--- src/rtl/cache_port_arbiter.sv ---
// Round-robin arbiter sharing one blocking data cache between instruction-fetch (port 0)
// and load/store (port 1) requesters, with per-port saturating wait-cycle counters.
module cache_port_arbiter #(
  parameter int unsigned ADDR_WIDTH = 32,
  parameter int unsigned DATA_WIDTH = 32,
  parameter int unsigned CNT_WIDTH  = 16
) (
  input  logic                  clk,
  input  logic                  reset,
  input  logic                  p0_valid,
  input  logic [ADDR_WIDTH-1:0] p0_addr,
  input  logic                  p0_mem_read,
  input  logic                  p0_mem_write,
  input  logic [DATA_WIDTH-1:0] p0_din,
  input  logic                  p1_valid,
  input  logic [ADDR_WIDTH-1:0] p1_addr,
  input  logic                  p1_mem_read,
  input  logic                  p1_mem_write,
  input  logic [DATA_WIDTH-1:0] p1_din,
  output logic                  p0_accept,
  output logic                  p1_accept,
  output logic                  p0_done,
  output logic                  p1_done,
  output logic [DATA_WIDTH-1:0] p0_dout,
  output logic [DATA_WIDTH-1:0] p1_dout,
  output logic                  cache_is_input_valid,
  output logic [ADDR_WIDTH-1:0] cache_addr,
  output logic                  cache_mem_read,
  output logic                  cache_mem_write,
  output logic [DATA_WIDTH-1:0] cache_din,
  input  logic                  cache_is_ready,
  input  logic                  cache_is_output_valid,
  input  logic [DATA_WIDTH-1:0] cache_dout,
  output logic [CNT_WIDTH-1:0]  wait_cycles_p0,
  output logic [CNT_WIDTH-1:0]  wait_cycles_p1
);

  localparam logic [1:0] IDLE   = 2'd0;
  localparam logic [1:0] GRANT0 = 2'd1;
  localparam logic [1:0] GRANT1 = 2'd2;

  logic [1:0]            state, state_nxt;
  logic                  last_grant, last_grant_nxt;
  logic [ADDR_WIDTH-1:0] lat_addr;
  logic                  lat_rd, lat_wr;
  logic [DATA_WIDTH-1:0] lat_din;
  logic                  latch_en;
  logic                  sel_port;
  logic                  req0, req1;

  // A request carrying neither read nor write is never a request.
  assign req0 = p0_valid & (p0_mem_read | p0_mem_write);
  assign req1 = p1_valid & (p1_mem_read | p1_mem_write);

  // Arbitration, cache drive and completion; everything is quiet while reset is high.
  always_comb begin
    state_nxt            = state;
    last_grant_nxt       = last_grant;
    latch_en             = 1'b0;
    sel_port             = 1'b0;
    p0_accept            = 1'b0;
    p1_accept            = 1'b0;
    p0_done              = 1'b0;
    p1_done              = 1'b0;
    p0_dout              = '0;
    p1_dout              = '0;
    cache_is_input_valid = 1'b0;
    cache_addr           = '0;
    cache_mem_read       = 1'b0;
    cache_mem_write      = 1'b0;
    cache_din            = '0;
    if (!reset) begin
      case (state)
        IDLE: begin
          if (cache_is_ready && (req0 || req1)) begin
            sel_port             = (req0 && req1) ? ~last_grant : req1;
            p0_accept            = ~sel_port;
            p1_accept            = sel_port;
            cache_is_input_valid = 1'b1;
            cache_addr           = sel_port ? p1_addr      : p0_addr;
            cache_mem_read       = sel_port ? p1_mem_read  : p0_mem_read;
            cache_mem_write      = sel_port ? p1_mem_write : p0_mem_write;
            cache_din            = sel_port ? p1_din       : p0_din;
            if (cache_is_output_valid) begin
              p0_done        = ~sel_port;
              p1_done        = sel_port;
              p0_dout        = sel_port ? '0 : cache_dout;
              p1_dout        = sel_port ? cache_dout : '0;
              last_grant_nxt = sel_port;
            end else begin
              latch_en  = 1'b1;
              state_nxt = sel_port ? GRANT1 : GRANT0;
            end
          end
        end
        GRANT0, GRANT1: begin
          sel_port             = (state == GRANT1);
          cache_is_input_valid = 1'b1;
          cache_addr           = lat_addr;
          cache_mem_read       = lat_rd;
          cache_mem_write      = lat_wr;
          cache_din            = lat_din;
          if (cache_is_output_valid) begin
            p0_done        = ~sel_port;
            p1_done        = sel_port;
            p0_dout        = sel_port ? '0 : cache_dout;
            p1_dout        = sel_port ? cache_dout : '0;
            last_grant_nxt = sel_port;
            state_nxt      = IDLE;
          end
        end
        default: state_nxt = IDLE;
      endcase
    end
  end

  always_ff @(posedge clk) begin
    if (reset) begin
      state      <= IDLE;
      last_grant <= 1'b1;
      lat_addr   <= '0;
      lat_rd     <= 1'b0;
      lat_wr     <= 1'b0;
      lat_din    <= '0;
    end else begin
      state      <= state_nxt;
      last_grant <= last_grant_nxt;
      if (latch_en) begin
        lat_addr <= cache_addr;
        lat_rd   <= cache_mem_read;
        lat_wr   <= cache_mem_write;
        lat_din  <= cache_din;
      end
    end
  end

  // Wait counters: pending, not taken, and not the port currently owning the cache.
  always_ff @(posedge clk) begin
    if (reset) begin
      wait_cycles_p0 <= '0;
      wait_cycles_p1 <= '0;
    end else begin
      if (req0 && !p0_accept && state != GRANT0 && wait_cycles_p0 != '1)
        wait_cycles_p0 <= wait_cycles_p0 + CNT_WIDTH'(1);
      if (req1 && !p1_accept && state != GRANT1 && wait_cycles_p1 != '1)
        wait_cycles_p1 <= wait_cycles_p1 + CNT_WIDTH'(1);
    end
  end

endmodule
--- config.mk ---
export PLATFORM = sky130hd
export DESIGN_NAME = cache_port_arbiter
export DESIGN_NICKNAME = d
export VERILOG_FILES = /design/src/rtl/cache_port_arbiter.sv
export SDC_FILE = /design/constraint.sdc
export NUM_CORES = 1
export LEC_CHECK = 0
export ABC_AREA = 1
export CAP_MARGIN = 30
export CORE_MARGIN = 2
export CORE_UTILIZATION = 46
export CTS_CLUSTER_DIAMETER = 80
export DETAILED_ROUTE_END_ITERATION = 6
export PLACE_DENSITY = 0.87
export SYNTH_ARGS = -nofsm -noshare
export SYNTH_HDL_FRONTEND = slang
export SYNTH_SLANG_ARGS = --single-unit
--- constraint.sdc ---
create_clock -name clk -period 4.1 [get_ports clk]
set_input_delay 0.82 -clock clk [delete_from_list [all_inputs] [get_ports clk]]
set_output_delay 0.82 -clock clk [all_outputs]
set_load 0.03 [all_outputs]
==> flow_summary_export.csv <==
group,metric,value,unit
run_status,status,"finished clean",
route,ant_nets,0,
cells_and_area,final_area,10900,µm²
sta,finalCriticalPeriod,3.71,ns
logic_synthesis,synth.avg_cell_area,6.09,µm²
clock_tree,hold_buffers,0,
logic_synthesis,ys.flop_type,"dfxtp_1",
power,power_frac_comb,28.4,%
route,finalWirelength,27600,µm
setup_path,crit_fanout,33,
route,drt_first_pass_iters,5,
sta,fin_crit_sh,90.4,%
clock_tree,post_cts_resized,0,
logic_synthesis,synth.top_cells.by_count,"nand2_1, nand3_1, inv_1",
min_path,min_from,"lat_addr[17]",
logic_synthesis,synth_cell_types,31,
floorplanning,core_area,15900,µm²
sta,finalHoldViolations,0,
global_routing,grt_pass1_vias,8219,
route,vias,9345,
sta,slew_headroom,43.0,%
logic_synthesis,synth_edf_count,0,
sta,drv_slew,0,
clock_tree,cts_root_buf,"clkbuf_16",
floorplanning,dieWidth,132,µm
logic_synthesis,yosys.area_share.adder,0.998,%
clock_tree,htree_num_levels,3,
sta,clock_skew,0.00726,ns
logic_synthesis,ys_warn_count,0,
placement,io_buffers,336,
logic_synthesis,synth_seq_cells,101,
route,drc,0,
logic_synthesis,yosysTopAreaCellShare,26.9,%
logic_synthesis,syn-cell-area,7530,µm²
clock_tree,clkSinkCount,101,
logic_synthesis,synthCells,1236,
sta,rsz0062_at_grt,"no",
setup_path,r2r_cells,10,
floorplanning,io_pins,337,
power,max-vdd-ir-drop,0.200,mV
power,p_seq_share,36.9,%
min_path,holdPathStages,2,
global_routing,grt_max_degree,99,
cells_and_area,synthToLayoutAreaGrowth,45.1,%
logic_synthesis,synth-simple-area-share,51.2,%
power,p_leak,5.22,nW
power,p_sw_share,32.1,%
floorplanning,num_rows,46,
power,total_power,2.72,mW
min_path,worstHoldEndpoint,"lat_addr[17]",
logic_synthesis,yosysTopAreaCell,"dfxtp_1",
power,clockPowerShare,34.7,%
power,p_int,1.85,mW
placement,hpwl,19100,µm
setup_path,critPathCaptureType,"output port",
route,drt-initial-drc-count,633,
clock_tree,numCtsBuffers,9,
clock_tree,clkLatencyLatePin,0.35,ns
placement,gp_congestion,1.05,
global_routing,antenna_found_initial,2,
power,power.density,250,nW/µm²
floorplanning,die_h,132,µm
setup_path,criticalPathCategory,"input pin to output port",
cells_and_area,drive_above_1_share,15.4,%
logic_synthesis,syn-num-nets,1412,
logic_synthesis,synth_xor_area_share,1.98,%
setup_path,r2r-start,"state[1]",
min_path,hp-class,"flip-flop to flip-flop",
cells_and_area,nets,1683,
route,avgViaCountPerCell,5.40,
setup_path,critical_path_required,3.28,ns
logic_synthesis,ys_top_cells_by_area,"dfxtp_1, nand3_1, nand2_1",
clock_tree,path_clk_slew,0.07,ns
logic_synthesis,synth_top_family_by_area,"simple AND/OR/NAND/NOR gates",
sta,setup_viol,0,
sta,final.setup.tns,0,ns
floorplanning,die_area,17400,µm²
global_routing,grt_use_total,30.1,%
logic_synthesis,ys_seq_area_share,26.9,%
clock_tree,tritoncts,"built",
global_routing,overflow,0,
setup_path,worstPathArrival,2.89,ns
global_routing,grt_pass1_wl,43300,µm
logic_synthesis,synthMuxAreaShare,0,%
run,max_cap_violations,0,
floorplanning,initial_core_util,47.2,%
route,drt-wirelength-per-cell,15.9,µm
logic_synthesis,synth_compound_area_share,5.19,%
cells_and_area,fillers,1344,
clock_tree,clock_tree.buffer_depth,2,
sta,worst_slew_pin_slew,0.853,ns
setup_path,start_kind,"input pin",
logic_synthesis,async_reset_ff_share,0,%
power,p_sw,875,µW
clock_tree,cts_setup_buffers,0,
setup_path,reg2reg_slack,1.40,ns
logic_synthesis,yosysMostFrequentCell,"nand2_1",
sta,fmax,270,MHz
setup_path,r2r_end,"lat_addr[18]",
placement,placed_cell_area,10600,µm²
-- worst max-delay path by stage --
stage                             to  cells past startpoint  slack (ns)          from
after floorplan           p1_dout[0]                      9        1.10   p0_mem_read
after global placement    p0_dout[0]                     12        0.48   p0_mem_read
after detailed placement  p0_dout[0]                     12        0.41  p0_mem_write
after CTS                 p0_dout[0]                     12        0.40  p0_mem_write
after global routing      p0_dout[0]                     12        0.22   p0_mem_read
final                     p0_dout[0]                     12        0.39  p0_mem_write
-- per-layer routing --
| layer | global-route usage [%] | part of all wire [%] |
|---|---|---|
| met1 | 35.3 | 38 |
| met5 | 0 | 0 |
| met3 | 5.61 | 8.1 |
| met4 | 15.0 | 4.7 |
| met2 | 52.5 | 49 |
-- sequential cells by signal, summed over array words and instances (netlist names) --
register and flops:
state 2, wait_cycles_p1 16, lat_din 32, lat_wr 1
lat_rd 1, wait_cycles_p0 16, last_grant 1, lat_addr 32
-- worst max-delay path, cell delays in order --
cell and delay (ns):
clkdlybuf4s50_1 0.49, inv_2 0.04, nand2_2 0.08, nand2_2 0.08
nand2_2 0.12, nand2_4 0.10, nor2_8 0.14, nand2_1 0.07
o21ai_2 0.10, nand2_2 0.36, nor2_1 0.32, buf_12 0.16
-- logic make-up (layout without fill, tap and decap cells) --
logic type / Yosys count / in the layout
AND/OR/NAND/NOR: 802 / 802
buffers and inverters: 234 / 510
flip-flops: 101 / 101
AO/OA/AOI/OAI: 76 / 76
XOR/XNOR: 17 / 17
adder cells (fa/ha/maj): 6 / 6
other: 0 / 2
-- area by class of cell --
cell class,instances,area [µm²],share of cell area (%)
Multi-Input combinational cell,901,4470,41.0
Timing Repair Buffer,352,3280,30.1
Sequential cell,101,2020,18.5
Inverter,142,536,4.91
Tap cell,216,270,2.48
Clock buffer,11,243,2.22
Clock inverter,5,83.8,0.768
Antenna cell,2,5.00,0.0458
-- cell usage in the layout (no fill, tap or decap), types with 10 or more instances in the layout --
cell	n
a21oi_1	64
buf_12	11
buf_4	140
clkdlybuf4s50_1	201
dfxtp_1	101
inv_1	131
inv_2	10
nand2_1	339
nand3_1	278
nand4_1	56
nor2_1	69
nor3_2	31
xor2_1	13
-- through the flow --
step                hold WS (ns)  cells  worst slack (ns)  utilization [%]
global route               0.489   1730             0.222             68.5
finish                     0.471   1730             0.393             68.5
CTS                        0.473   1728             0.401             68.4
detailed placement         0.461   1712             0.406             66.4
floorplan                  0.443   1236              1.10                -
global placement           0.458   1712             0.483             66.4
-- power by group through the flow --
stage | clock network, mW | registers (mW) | logic, mW
final | 0.946 | 1.01 | 0.774
after floorplan | 0 | 1.03 | 0.429
after detailed placement | 0 | 1.03 | 0.767
after global routing | 0.997 | 1.01 | 0.828
after global placement | 0 | 1.03 | 0.763
after CTS | 0.956 | 1.01 | 0.770
No activity file was read; power rests on OpenSTA's default activity.
